[src/rtl/msrh_pred_upd_sched.sv]
`default_nettype none
// +----------------------------------------------------------------------------+
// | Module      : msrh_pred_upd_sched                                          |
// | Description : Schedules branch-resolution updates onto the single-ported   |
// |               BTB/BIM SRAM write port. Updates are queued in a FIFO and    |
// |               drained whenever the frontend s0 search leaves the port      |
// |               free. After STARVE_MAX blocked cycles a forced drain takes   |
// |               the port and stalls search for that one cycle.               |
// | Ports       : i_clk/i_reset            clock, async active-high reset      |
// |               i_upd_* / o_upd_ready    branch update push interface        |
// |               i_s0_search              frontend requests the SRAM port     |
// |               o_search_stall           search denied (forced drain cycle)  |
// |               o_btb_upd_*              registered BTB write request        |
// |               o_bim_upd_*              registered BIM write request        |
// |               o_q_count                FIFO occupancy                      |
// | Option      : `define MSRH_UPD_COALESCE_EN merges a push whose pc matches  |
// |               the newest queued entry into that entry.                     |
// | Revision    : 1.0  initial release                                         |
// +----------------------------------------------------------------------------+
module msrh_pred_upd_sched #(
  parameter int Q_DEPTH    = 4,
  parameter int STARVE_MAX = 8,
  // Matches riscv_pkg::VADDR_W of the core this block ships with.
  parameter int VADDR_W    = 39
) (
  input  logic                     i_clk,
  input  logic                     i_reset,
  input  logic                     i_upd_valid,
  output logic                     o_upd_ready,
  input  logic [VADDR_W-1:0]       i_upd_pc,
  input  logic [VADDR_W-1:0]       i_upd_target,
  input  logic                     i_upd_taken,
  input  logic                     i_upd_is_cond,
  input  logic                     i_s0_search,
  output logic                     o_search_stall,
  output logic                     o_btb_upd_valid,
  output logic [VADDR_W-1:0]       o_btb_upd_pc,
  output logic [VADDR_W-1:0]       o_btb_upd_target,
  output logic                     o_bim_upd_valid,
  output logic [VADDR_W-1:0]       o_bim_upd_pc,
  output logic                     o_bim_upd_taken,
  output logic [$clog2(Q_DEPTH):0] o_q_count
);

  localparam int c_aw = $clog2(Q_DEPTH);
  localparam int c_pw = c_aw + 1;
  localparam int c_sw = $clog2(STARVE_MAX) + 1;
  localparam logic [c_sw-1:0] c_starve_last = c_sw'(STARVE_MAX - 1);

  localparam logic [1:0] c_st_idle  = 2'd0;
  localparam logic [1:0] c_st_drain = 2'd1;
  localparam logic [1:0] c_st_force = 2'd2;

  // FIFO storage
  logic [VADDR_W-1:0] r_mem_pc     [Q_DEPTH];
  logic [VADDR_W-1:0] r_mem_target [Q_DEPTH];
  logic               r_mem_taken  [Q_DEPTH];
  logic               r_mem_cond   [Q_DEPTH];

  logic [c_pw-1:0] r_wr_ptr;
  logic [c_pw-1:0] r_rd_ptr;
  logic [1:0]      r_state;
  logic [1:0]      w_state_nxt;
  logic [c_sw-1:0] r_starve_cnt;
  logic [c_sw-1:0] w_starve_inc;

  logic [c_aw-1:0] w_head_idx;
  logic [c_aw-1:0] w_tail_idx;
  logic [c_pw-1:0] w_count;
  logic [c_pw-1:0] w_count_nxt;
  logic            w_empty;
  logic            w_full;
  logic            w_head_vld;
  logic            w_pop;
  logic            w_alloc;
  logic            w_ready;
  logic            w_blocked;
  logic            w_search_stall;

  logic               r_btb_valid;
  logic [VADDR_W-1:0] r_btb_pc;
  logic [VADDR_W-1:0] r_btb_target;
  logic               r_bim_valid;
  logic [VADDR_W-1:0] r_bim_pc;
  logic               r_bim_taken;

  assign w_head_idx = r_rd_ptr[c_aw-1:0];
  assign w_tail_idx = r_wr_ptr[c_aw-1:0];
  assign w_count    = r_wr_ptr - r_rd_ptr;
  assign w_empty    = (r_wr_ptr == r_rd_ptr);
  // Same slot, opposite lap: the writer is a full lap ahead.
  assign w_full     = (r_wr_ptr[c_aw] != r_rd_ptr[c_aw]) &&
                      (r_wr_ptr[c_aw-1:0] == r_rd_ptr[c_aw-1:0]);
  assign w_head_vld = !w_empty;
  assign w_pop      = w_head_vld && (!i_s0_search || (r_state == c_st_force));
  assign w_blocked  = (r_state == c_st_drain) && w_head_vld && i_s0_search;

`ifdef MSRH_UPD_COALESCE_EN
  logic [c_aw-1:0] w_newest_idx;
  logic            w_coal_hit;
  assign w_newest_idx = w_tail_idx - 1'b1;
  // The newest entry may only be merged into if it is not leaving as the
  // head this very cycle; otherwise the update would be lost.
  assign w_coal_hit   = i_upd_valid && w_head_vld &&
                        (r_mem_pc[w_newest_idx] == i_upd_pc) &&
                        !(w_pop && (w_count == c_pw'(1)));
  assign w_ready      = !w_full || w_coal_hit;
  assign w_alloc      = i_upd_valid && !w_full && !w_coal_hit;
`else
  assign w_ready      = !w_full;
  assign w_alloc      = i_upd_valid && !w_full;
`endif

  assign w_count_nxt  = w_count + c_pw'(w_alloc) - c_pw'(w_pop);
  assign w_starve_inc = r_starve_cnt + 1'b1;

  // Storage needs no reset: the pointers define which slots are live.
  always_ff @(posedge i_clk) begin
    if (w_alloc) begin
      r_mem_pc[w_tail_idx]     <= i_upd_pc;
      r_mem_target[w_tail_idx] <= i_upd_target;
      r_mem_taken[w_tail_idx]  <= i_upd_taken;
      r_mem_cond[w_tail_idx]   <= i_upd_is_cond;
    end
`ifdef MSRH_UPD_COALESCE_EN
    else if (w_coal_hit) begin
      r_mem_target[w_newest_idx] <= i_upd_target;
      r_mem_taken[w_newest_idx]  <= i_upd_taken;
      r_mem_cond[w_newest_idx]   <= i_upd_is_cond;
    end
`endif
  end

  always_ff @(posedge i_clk or posedge i_reset) begin
    if (i_reset) begin
      r_wr_ptr <= '0;
      r_rd_ptr <= '0;
    end else begin
      if (w_alloc) r_wr_ptr <= r_wr_ptr + 1'b1;
      if (w_pop)   r_rd_ptr <= r_rd_ptr + 1'b1;
    end
  end

  // State register and starvation counter
  always_ff @(posedge i_clk or posedge i_reset) begin
    if (i_reset) begin
      r_state      <= c_st_idle;
      r_starve_cnt <= '0;
    end else begin
      r_state      <= w_state_nxt;
      // Any cycle that is not a blocked drain cycle (a pop, idle, or the
      // forced cycle itself) restarts the starvation window.
      r_starve_cnt <= w_blocked ? w_starve_inc : '0;
    end
  end

  // Next-state logic. IDLE is held exactly while the FIFO is empty.
  always_comb begin
    w_state_nxt = r_state;
    case (r_state)
      c_st_idle: begin
        if (w_count_nxt != '0) w_state_nxt = c_st_drain;
      end
      c_st_drain: begin
        if (w_count_nxt == '0)
          w_state_nxt = c_st_idle;
        else if (w_blocked && (w_starve_inc >= c_starve_last))
          w_state_nxt = c_st_force;
      end
      c_st_force: begin
        w_state_nxt = (w_count_nxt != '0) ? c_st_drain : c_st_idle;
      end
      default: w_state_nxt = c_st_idle;
    endcase
  end

  // Output logic
  always_comb begin
    w_search_stall = 1'b0;
    if (r_state == c_st_force) w_search_stall = i_s0_search;
  end

  // Write request registers: one strobe cycle per popped entry.
  always_ff @(posedge i_clk or posedge i_reset) begin
    if (i_reset) begin
      r_btb_valid  <= 1'b0;
      r_btb_pc     <= '0;
      r_btb_target <= '0;
      r_bim_valid  <= 1'b0;
      r_bim_pc     <= '0;
      r_bim_taken  <= 1'b0;
    end else if (w_pop) begin
      r_btb_valid  <= r_mem_taken[w_head_idx];
      r_btb_pc     <= r_mem_pc[w_head_idx];
      r_btb_target <= r_mem_target[w_head_idx];
      r_bim_valid  <= r_mem_cond[w_head_idx];
      r_bim_pc     <= r_mem_pc[w_head_idx];
      r_bim_taken  <= r_mem_taken[w_head_idx];
    end else begin
      r_btb_valid  <= 1'b0;
      r_bim_valid  <= 1'b0;
    end
  end

  assign o_upd_ready      = w_ready;
  assign o_search_stall   = w_search_stall;
  assign o_btb_upd_valid  = r_btb_valid;
  assign o_btb_upd_pc     = r_btb_pc;
  assign o_btb_upd_target = r_btb_target;
  assign o_bim_upd_valid  = r_bim_valid;
  assign o_bim_upd_pc     = r_bim_pc;
  assign o_bim_upd_taken  = r_bim_taken;
  assign o_q_count        = w_count;

endmodule
`default_nettype wire

[config.mk]
export PLATFORM = sky130hd
export DESIGN_NAME = msrh_pred_upd_sched
export DESIGN_NICKNAME = d
export VERILOG_FILES = /design/src/rtl/msrh_pred_upd_sched.sv
export SDC_FILE = /design/constraint.sdc
export NUM_CORES = 1
export LEC_CHECK = 0
export ABC_CLOCK_PERIOD_IN_PS = 4750
export BUFFER_PORTS_ARGS = -buffer_cell sky130_fd_sc_hd__buf_2
export CORE_MARGIN = 4
export CORE_UTILIZATION = 55
export DETAILED_ROUTE_END_ITERATION = 10
export GPL_TIMING_DRIVEN = 1
export PLACE_DENSITY = 0.76
export SLEW_MARGIN = 20
export SYNTH_ARGS = -nofsm -noshare
export SYNTH_HDL_FRONTEND = slang
export SYNTH_SLANG_ARGS = --single-unit
[constraint.sdc]
create_clock -name i_clk -period 4.75 [get_ports i_clk]
set_clock_uncertainty 0.2 [all_clocks]
set_input_delay 0.475 -clock i_clk [delete_from_list [all_inputs] [get_ports i_clk]]
set_output_delay 0.475 -clock i_clk [all_outputs]
set_load 0.1 [all_outputs]
### Word level (Yosys, flattened, before mapping)

Memory sizes are Yosys's and may differ from the RTL's. A register that Yosys moved wholly into a read port is not among the register bits.
Index checks and enable logic that the tools add are counted.

| storage, ports and cells | value |
|---|---|
| register bits after elaboration | 15 |
| bits in latches | 0 |
| RAM bits | 320 |
| ROM bits | 0 |
| input bits | 84 |
| word-level logic and storage cells | 50 |
| memories | 4 |

| operators by class | value |
|---|---|
| add/sub/neg operators | 6 |
| multiply operators | 0 |
| divide/modulo/power cells | 0 |
| $lt $le $gt $ge | 1 |
| equality and inequality tests | 7 |
| shift-type cells | 0 |
| muxes and demuxes | 11 |
| bitwise logic cells | 0 |
| reductions and logical operators | 14 |

Memories:

| memory | depth | bits a word | read ports | clocked after Yosys merged registers in | wr ports | line | text |
|---|---|---|---|---|---|---|---|
| r_mem_pc | 4 | 39 | 1 | 1 | 1 | 55 | `logic [VADDR_W-1:0] r_mem_pc [Q_DEPTH];` |
| r_mem_target | 4 | 39 | 1 | 1 | 1 | 56 | `logic [VADDR_W-1:0] r_mem_target [Q_DEPTH];` |
| r_mem_cond | 4 | 1 | 1 | 0 | 1 | 58 | `logic r_mem_cond [Q_DEPTH];` |
| r_mem_taken | 4 | 1 | 1 | 0 | 1 | 57 | `logic r_mem_taken [Q_DEPTH];` |

Operators with widths:

| operator | count |
|---|---|
| 3-bit by 1-bit adder with 3-bit output, second input constant | 2 |
| 1-bit logical AND | 6 |
| 1-bit two-way mux | 6 |
| 2-bit two-way mux | 3 |
| 2-bit one-hot mux with 3 select lines | 1 |
| 4-bit by 1-bit adder with 4-bit output, second input constant | 1 |
| 4-bit by 3-bit >= comparator with 1-bit output, second input constant | 1 |
| 4-bit two-way mux | 1 |
| 3-bit by 1-bit adder with 3-bit output | 1 |
| 3-bit == test | 1 |
| 1-bit zero test | 3 |
| 3-bit zero test | 1 |
| 3-bit by 1-bit != test with 1-bit output, second input constant | 1 |
| 3-bit nonzero test | 1 |
| 3-bit by 1-bit subtractor with 3-bit output | 1 |
| 3-bit subtractor | 1 |
| 2-bit by 1-bit == test with 1-bit output, second input constant | 1 |
| 2-bit == test | 1 |
| 2-bit == test, second input constant | 1 |
| 2-bit zero test | 1 |
| 2-bit != test, second input constant | 1 |
| 2-bit AND reduction | 1 |
| 1-bit logical OR | 1 |
| 1-bit != test | 1 |

### Longest topological paths before layout

Gate-level depths: netlist of the first run.

| depth | value |
|---|---|
| depth in word-level cells | 9 |
| depth in mapped cells | 16 |
| gate-level depth less buffers | 13 |

### Worst setup path before layout of the first run

OpenSTA, ideal clock, no wires.

| timing | value |
|---|---|
| path kind | register to register |
| from | register r_rd_ptr[1] |
| to | memory r_mem_cond[3] (enable) |
| library setup time | 0.449 ns |
| arrival time | 3.651 ns |
| required time | 4.101 ns |
| path slack | 0.451 ns |
| cell stages (with the launch flop) | 8 |
| path buffers | 2 |
| period minus slack after synthesis | 4.299 ns |
| cells stage by stage | dfrtp_1 -> clkbuf_1 -> clkbuf_1 -> inv_1 -> ha_1 -> nand2_1 -> o21a_1 -> and2_1 |

| on the way | value |
|---|---|
| longest elaborated chain between the ends | 6 |

Ends and longest elaborated chain:

| element | line | text |
|---|---|---|
| from (decl) | 61 | `logic [c_pw-1:0] r_rd_ptr;` |
| from (signal assigned) | 140 | `if (w_pop) r_rd_ptr <= r_rd_ptr + 1'b1;` |
| 2-bit == test | 93 | `(r_wr_ptr[c_aw-1:0] == r_rd_ptr[c_aw-1:0]);` |
| 1-bit logical AND | 92 | `assign w_full = (r_wr_ptr[c_aw] != r_rd_ptr[c_aw]) &&` |
| 1-bit zero test | 111 | `assign w_alloc = i_upd_valid && !w_full;` |
| 1-bit logical AND | 111 |  |
| 1-bit two-way mux | 119 | `if (w_alloc) begin` |
| 1-bit two-way mux (implied by the code) | 123 | `r_mem_cond[w_tail_idx] <= i_upd_is_cond;` |
| to (decl) | 58 |  |

No other way between the ends.

### Worst setup path in the final report of the first run

| timing | value |
|---|---|
| from | register r_rd_ptr[1] |
| to | register r_state[0] |

| on the way | value |
|---|---|
| longest elaborated chain between the ends | 9 |
| elaborated cells on any way between the ends | 21 |

Ends and longest elaborated chain:

| element | line | text |
|---|---|---|
| parallel branches: the longest is 9 deep, another holds 3-bit subtractor | -- |  |
| to (signal assigned) | 147 | `r_state <= c_st_idle;` |
| to (signal assigned) | 150 | `r_state <= w_state_nxt;` |
| to (decl) | 62 | `logic [1:0] r_state;` |

Parallel ways; which one is timed is not known.
A chain may end at the register's enable or synchronous reset.

==> results.yml, run 1 <==
timing:
  relSlewSlack_pct: 36.2
  setup_viol: 0
  max_freq_mhz: 278
  rsz0062_at_grt: "false"
  period_share_pct: 75.7
  setup-tns-final_ns: 0
  finalHoldViolations: 0
  layout_min_cycle_time_ns: 3.59
  slew_viol_final: 0
  tightest_slew_ns: 0.957
worst_setup_path:
  critical-path-top-delay-family: "adder cells"
  crit_arrival_ns: 3.78
  worstSetupPathType: "reg2reg"
  critPathBufInv: 3
  cp-end-kind: "flip-flop"
  path_cells: "inv_1 -> ha_1 -> nand2_1 -> o21a_1 -> inv_1 -> ha_1 -> inv_1 -> ha_1 -> fa_1 -> xor2_1 -> xnor3_1 -> nor3_1 -> a211oi_1"
  crit_required_ns: 4.94
  critical_path.max_fanout: 33
  cpPeakStageDelay_ns: 0.74
  critPathLaunchType: "flip-flop"
  critPathSlowestCell: "dfrtp_4"
die:
  fp.dieArea_sq_mm: 0.0311
  core-area_sq_mm: 0.0279
  initial_utilization_pct: 56.0
  ios: 209
  rows: 61
  die_h_um: 176
  die_w_um: 176
routing:
  wl_per_cell_um: 21.3
  drt-initial-drc-count: 524
  firstDrtPassIters: 4
  antenna_left: 0
  drc: 0
  vias: 7454
  vias_per_cell: 5.35
  drt_wl_total_mm: 29.7
layout:
  final_nets: 1080
  finalCoreUtilization_pct: 68.5
  fin_area_sq_mm: 0.0191
  multi_input_area_sq_mm: 0.00317
  fill_cells: 1786
  regArea_sq_mm: 0.0119
  syn2layout_area_growth_pct: 22.3
  antennaDiodeCount: 0
  drive_above_1_share_pct: 41.9
yosys:
  ys_seq_area_share_pct: 76.5
  postSynthAreaPerCell_sq_um: 22.2
  synthCells: 702
  synthDistinctLibCells: 29
  synthesis.area_sq_mm: 0.0156
  ys_warn_count: 0
  synth-seq-cells: 413
  synth.net_count: 799
place:
  place_congestion: 0.688
  io_buffers: 208
  place_area_sq_mm: 0.0168
  dpl.hpwl_mm: 16.8
clocking:
  cts_resized: 0
  cts_tree: "built"
  htreeDepth: 2
  clk_pin_slew_ns: 0.06
  root_buffer: "clkbuf_16"
  clock_latency_ns: 0.52
  cts_buffer_depth: 3
  cts.sinks: 413
  cts_buffers: 42
global_routing:
  grt_pass1_wl_mm: 46.9
  overflow: 0
  grt_use_total_pct: 19.5
  antenna_found_initial: 0
  grt_max_degree: 58
  first_global_vias: 8321
run_status:
  outcome: "completed"
job:
  drv_cap: 0
hold_path:
  hold_path.class: "in2reg"
per-layer routing:
metal / GRT usage (%) / vias up / share of wire (%) / routed length [um]
li1: - / 3314 / - / -
met5: 0 / - / 0 / 0
met1: 25.3 / 3891 / 40 / 11900
met2: 34.7 / 192 / 54 / 15900
met4: 5.58 / 0 / 2.4 / 703
met3: 2.98 / 57 / 4.0 / 1180
placed cells by master (no fill, tap or decap), types with 2 or more instances in the layout:
master,netlist,layout
nand2b_1,2,2
clkinv_2,0,5
nand2_1,4,4
mux2_2,52,52
clkbuf_16,0,43
bufinv_16,0,5
and2_4,0,4
xnor2_1,5,5
xor2_1,4,4
edfxtp_1,320,320
buf_4,43,10
nand3_1,2,2
buf_12,0,4
dfrtp_1,93,91
fa_1,2,2
dlygate4sd3_1,0,81
inv_1,12,11
buf_2,9,208
nor2_1,5,5
mux2_1,27,27
ha_1,11,11
clkbuf_8,0,8
and2_1,6,2
clkbuf_1,9,13
o21ai_0,2,2
dfrtp_4,0,2
mux4_2,80,80
final cells by class:
class	instances	share of cell area, %
Clock buffer	64	6.48
Clock inverter	13	1.03
Inverter	12	0.249
Multi-Input combinational cell	211	16.6
Sequential cell	413	62.6
Tap cell	378	2.48
Timing Repair Buffer	303	10.5
registers in the layout (all words and copies together) (netlist names):
| signal | count |
|---|---|
| r_mem_pc | 156 |
| r_mem_target | 156 |
| o_bim_upd_pc | 39 |
| o_btb_upd_target | 39 |
| r_mem_cond | 4 |
| r_mem_taken | 4 |
| r_starve_cnt | 4 |
| r_rd_ptr | 3 |
| r_wr_ptr | 3 |
| r_state | 2 |
| o_bim_upd_taken | 1 |
| o_bim_upd_valid | 1 |
| o_btb_upd_valid | 1 |
cell families after synthesis:
kind of cell	synth area share [%]
AND/OR/NAND/NOR	0.674
buffers and inverters	3.22
AO/OA/AOI/OAI	0.417
adder cells (fa/ha/maj)	1.14
multiplexers	17.3
flip-flops	76.5
XOR/XNOR	0.754
worst min-delay path, cell delays in order:
cell and delay (ns):
buf_2 0.14, o2111ai_1 0.21, nor2_1 0.07
stage by stage:
stage          hold WS, ns  instances  worst slack, ns
4_1_cts              0.185       1394             1.12
6_report             0.203       1394             1.16
3_5_place_dp         0.271       1236             1.14
3_3_place_gp         0.261       1236             1.26
2_1_floorplan        0.246        702            0.451
5_1_grt              0.210       1394            0.884
worst paths after layout:
check / start / endpoint / slack, ns / depth (start not counted)
setup / recovery: r_rd_ptr[1]$_DFFE_PP0P_ / r_state[0]$_DFFE_PP0P_ / 1.16 / 13
setup reg to reg: r_rd_ptr[1]$_DFFE_PP0P_ / r_state[0]$_DFFE_PP0P_ / 1.16 / 13
min in group asynchronous: i_reset / o_btb_upd_target[8]$_DFFE_PP0P_ / 0.52 / 3
hold / removal: i_s0_search / r_starve_cnt[1]$_DFF_PP0_ / 0.20 / 3
hold reg to reg: o_btb_upd_target[10]$_DFFE_PP0P_ / o_btb_upd_target[10]$_DFFE_PP0P_ / 0.28 / 1
max in group asynchronous: i_reset / r_rd_ptr[0]$_DFFE_PP0P_ / 2.77 / 4
cell usage after synthesis:
cell type    n  share of area, %
mux2_1      27               1.9
xnor3_1      1              0.14
nand3_1      2             0.064
nor2b_1      1             0.040
buf_4       43               2.1
nor3_1       1             0.032
o21ai_0      2             0.064
mux2_2      52               3.8
nor2_1       5              0.12
o2111ai_1    1             0.056
nand2_1      4             0.096
mux4_2      80                12
dfrtp_1     93                15
xor2_1       4              0.22
buf_6        5              0.36
o21a_1       1             0.048
edfxtp_1   320                62
and2_1       6              0.24
clkbuf_1     9              0.22
ha_1        11              0.88
nand2b_1     2             0.080
fa_1         2              0.26
inv_1       12              0.29
a21oi_1      1             0.032
buf_2        9              0.29
a211oi_1     1             0.048
xnor2_1      5              0.28
a2bb2oi_4    1              0.17
xor2_2       1              0.10
repair_timing:
| item | in CTS | in global routing |
|---|---|---|
| endpoints found under the setup margin | 0 | 0 |
| endpoints found under the hold margin | 376 | 0 |
| buffers inserted | 0 | 0 |
| hold buffers | 81 | 0 |
Power of run 1 is left out: the tool's default activity adds up to more than one toggle a clock period on the data nets, which glitch-free logic cannot reach.
==> run 2, diff against run 1 <==
- ABC_AREA: default -> 1
- ABC_CLOCK_PERIOD_IN_PS: 4750 -> 3050
- CORE_UTILIZATION: 55 -> 52
- PLACE_DENSITY: 0.76 -> 0.75
- clock period: 4.75 -> 3.05 ns (I/O delays scaled with it)
==> run 2 against run 1 <==
  * Non-clock buffer count grew 10
  * Setup slack lost 0.94 ns
  * Flip-flop and latch count is the same
  * Utilization shrank 3.6 points
  * Final cell count grew 38%
  * Global-route usage grew 0.66 points
  * Worst hold slack lost 0.094 ns
  * First-iteration DRC count grew 19%
  * Cell area grew 1.9%
==> results.yml, run 2 <==
worst_setup_path:
  cp_common_cell: "nand2_1"
  critPathBufInv: 4
  cp-end-kind: "flip-flop"
  path_cells: "ha_4 -> nand2_2 -> inv_2 -> nand2_2 -> nand2_4 -> inv_6 -> ha_1 -> inv_1 -> ha_2 -> fa_2 -> inv_1 -> nand2_1 -> nand2_1 -> nand3_1 -> nand2_1 -> nand2_1 -> nand3_1 -> nand2_1"
  critical_path.max_fanout: 6
  critical-path-top-delay-family: "adder cells"
  critPathSlowestCell: "dfrtp_4"
  crit_arrival_ns: 3.03
  cpPeakStageDelay_ns: 0.50
  critPathLaunchType: "flip-flop"
  worstSetupPathType: "reg2reg"
  crit_required_ns: 3.25
yosys:
  synth_most_common_cell: "nor2_1"
  async_reset_ff_share_pct: 22.5
  synth_flop_cell: "edfxtp_1"
  synth_top_area_cell: "edfxtp_1"
  synthesis.area_sq_mm: 0.0160
  synth_enable_flop_cells: 320
  ys_warn_count: 0
  postSynthAreaPerCell_sq_um: 12.7
  synthTopCellsByArea: "edfxtp_1 60%, dfrtp_1 15%, nor2_1 9.7%"
  ys_seq_area_share_pct: 74.8
  synthDistinctLibCells: 26
  synth_top_cells_by_count: "411 x nor2_1, 320 x edfxtp_1, 161 x o21ai_0"
  synthCells: 1258
  synth_top_area_share_pct: 60.2
  synth-seq-cells: 413
  synth.net_count: 1355
layout:
  drive_above_1_share_pct: 20.2
  fin_area_sq_mm: 0.0194
  largestRegisters: "r_mem_pc (156), r_mem_target (156)"
  final_common_cell: "nor2_1"
  fill_cells: 2233
  syn2layout_area_growth_pct: 21.8
  final_nets: 1603
  final_cells: 1927
  most-common-layout-cells: "407 x nor2_1, 320 x edfxtp_1, 205 x buf_2"
timing:
  relSlewSlack_pct: 23.6
  rsz0062_at_grt: "false"
  tightest_slew_ns: 1.15
  period_share_pct: 92.8
  max_freq_mhz: 353
  layout_min_cycle_time_ns: 2.83
  setup_slack_ns: 0.220
  slew_viol_final: 0
  finalHoldViolations: 0
  setup-tns-final_ns: 0
  setup_viol: 0
routing:
  wl_per_cell_um: 17.9
  drt-initial-drc-count: 626
  vias: 10200
  drc: 0
  drt_wl_total_mm: 34.6
  vias_per_cell: 5.30
  firstDrtPassIters: 5
  antenna_left: 0
global_routing:
  grt_max_degree: 163
  overflow: 0
  grt_pass1_wl_mm: 53.7
  antenna_found_initial: 0
  grt_use_total_pct: 20.2
  first_global_vias: 10100
place:
  place_area_sq_mm: 0.0173
  dpl.hpwl_mm: 19.0
  place_congestion: 0.787
  dpl.cell_count: 1770
  io_buffers: 208
  place_ws_ns: 0.198
clocking:
  post-cts-setup-buffer-count: 0
  cts_buffer_depth: 3
  htreeDepth: 2
  cts_tree: "built"
  clk_pin_slew_ns: 0.06
  clock_latency_ns: 0.51
  root_buffer: "clkbuf_16"
  cts.sinks: 413
  cts_buffers: 41
run_status:
  outcome: "completed"
die:
  rows: 63
  ios: 209
  initial_utilization_pct: 53.3
  die_w_um: 183
  fp.dieArea_sq_mm: 0.0335
  die_h_um: 183
  core-area_sq_mm: 0.0300
hold_path:
  hold_path.class: "in2async"
job:
  drv_cap: 0
## run 2: cell types whose count changed in the layout (fill, tap and decap cells not counted), sizes merged, moves of 8 or more
cell	previous run	this run
mux4	80	0
buf	222	230
mux2	79	0
nand2	4	28
inv	13	27
nor2	5	411
a31oi	0	78
o21ai	2	163
## run 2: worst min-delay path: stages
cell	delay [ns]
dlygate4sd3_1	0.53
buf_2	0.14
inv_4	0.23
## run 2: worst paths after layout
check,from,end,slack [ns],depth (start not counted)
setup / recovery,r_rd_ptr[0]$_DFFE_PP0P_,r_state[0]$_DFFE_PP0P_,0.22,18
hold / removal,i_reset,o_bim_upd_pc[27]$_DFFE_PP0P_,0.11,3
hold reg to reg,r_starve_cnt[0]$_DFF_PP0_,r_starve_cnt[0]$_DFF_PP0_,0.32,1
min in group i_clk,r_starve_cnt[0]$_DFF_PP0_,r_starve_cnt[0]$_DFF_PP0_,0.32,1
max in group asynchronous,i_reset,o_btb_upd_target[20]$_DFFE_PP0P_,1.82,4
setup reg to reg,r_rd_ptr[0]$_DFFE_PP0P_,r_state[0]$_DFFE_PP0P_,0.22,18
## run 2: layer usage
| layer | global-route usage [%] | up-vias | routed length [um] |
|---|---|---|---|
| met3 | 3.33 | 65 | 2100 |
| met1 | 25.7 | 4963 | 13900 |
| met5 | 0 | - | 0 |
| met2 | 35.8 | 323 | 17900 |
| met4 | 5.99 | 0 | 749 |
| li1 | - | 4858 | - |
## run 2: layout make-up
type | instances | area (sq um) | area share (%)
sequential | 413 | 11900 | 61.5
multi-input combinational | 710 | 3340 | 17.2
timing repair buffer | 313 | 2230 | 11.5
clock buffer | 58 | 1160 | 5.97
tap | 390 | 488 | 2.51
clock inverter | 15 | 141 | 0.728
inverter | 27 | 116 | 0.599
antenna | 1 | 2.50 | 0.0129
## run 2: cells by family (layout without fill, tap and decap cells)
group | after synthesis | in the layout | share of synthesized area (%)
xor gates and xnor gates | 5 | 5 | 0.274
buffers and inverters | 135 | 413 | 4.80
AOI/OAI and AO/OA | 244 | 244 | 8.27
DFF | 413 | 413 | 74.8
other | 0 | 1 | 0
and+or+nand+nor | 448 | 448 | 10.7
adders and majority gates | 13 | 13 | 1.11
## run 2: through the flow
stage	hold WS (ns)	util, %
floorplan	0.204	-
global placement	0.0967	57.7
detailed placement	0.0903	57.7
CTS	0.104	64.8
global route	0.130	64.8
finish	0.109	64.9
## run 2: what timing repair did
action                                  4_1_cts  5_1_grt
hold endpoints to repair                    421        0
hold buffers                                 83        0
resized for setup                             0        2
endpoints found under the setup margin        0        2
Power of run 2 is left out for the same reason.
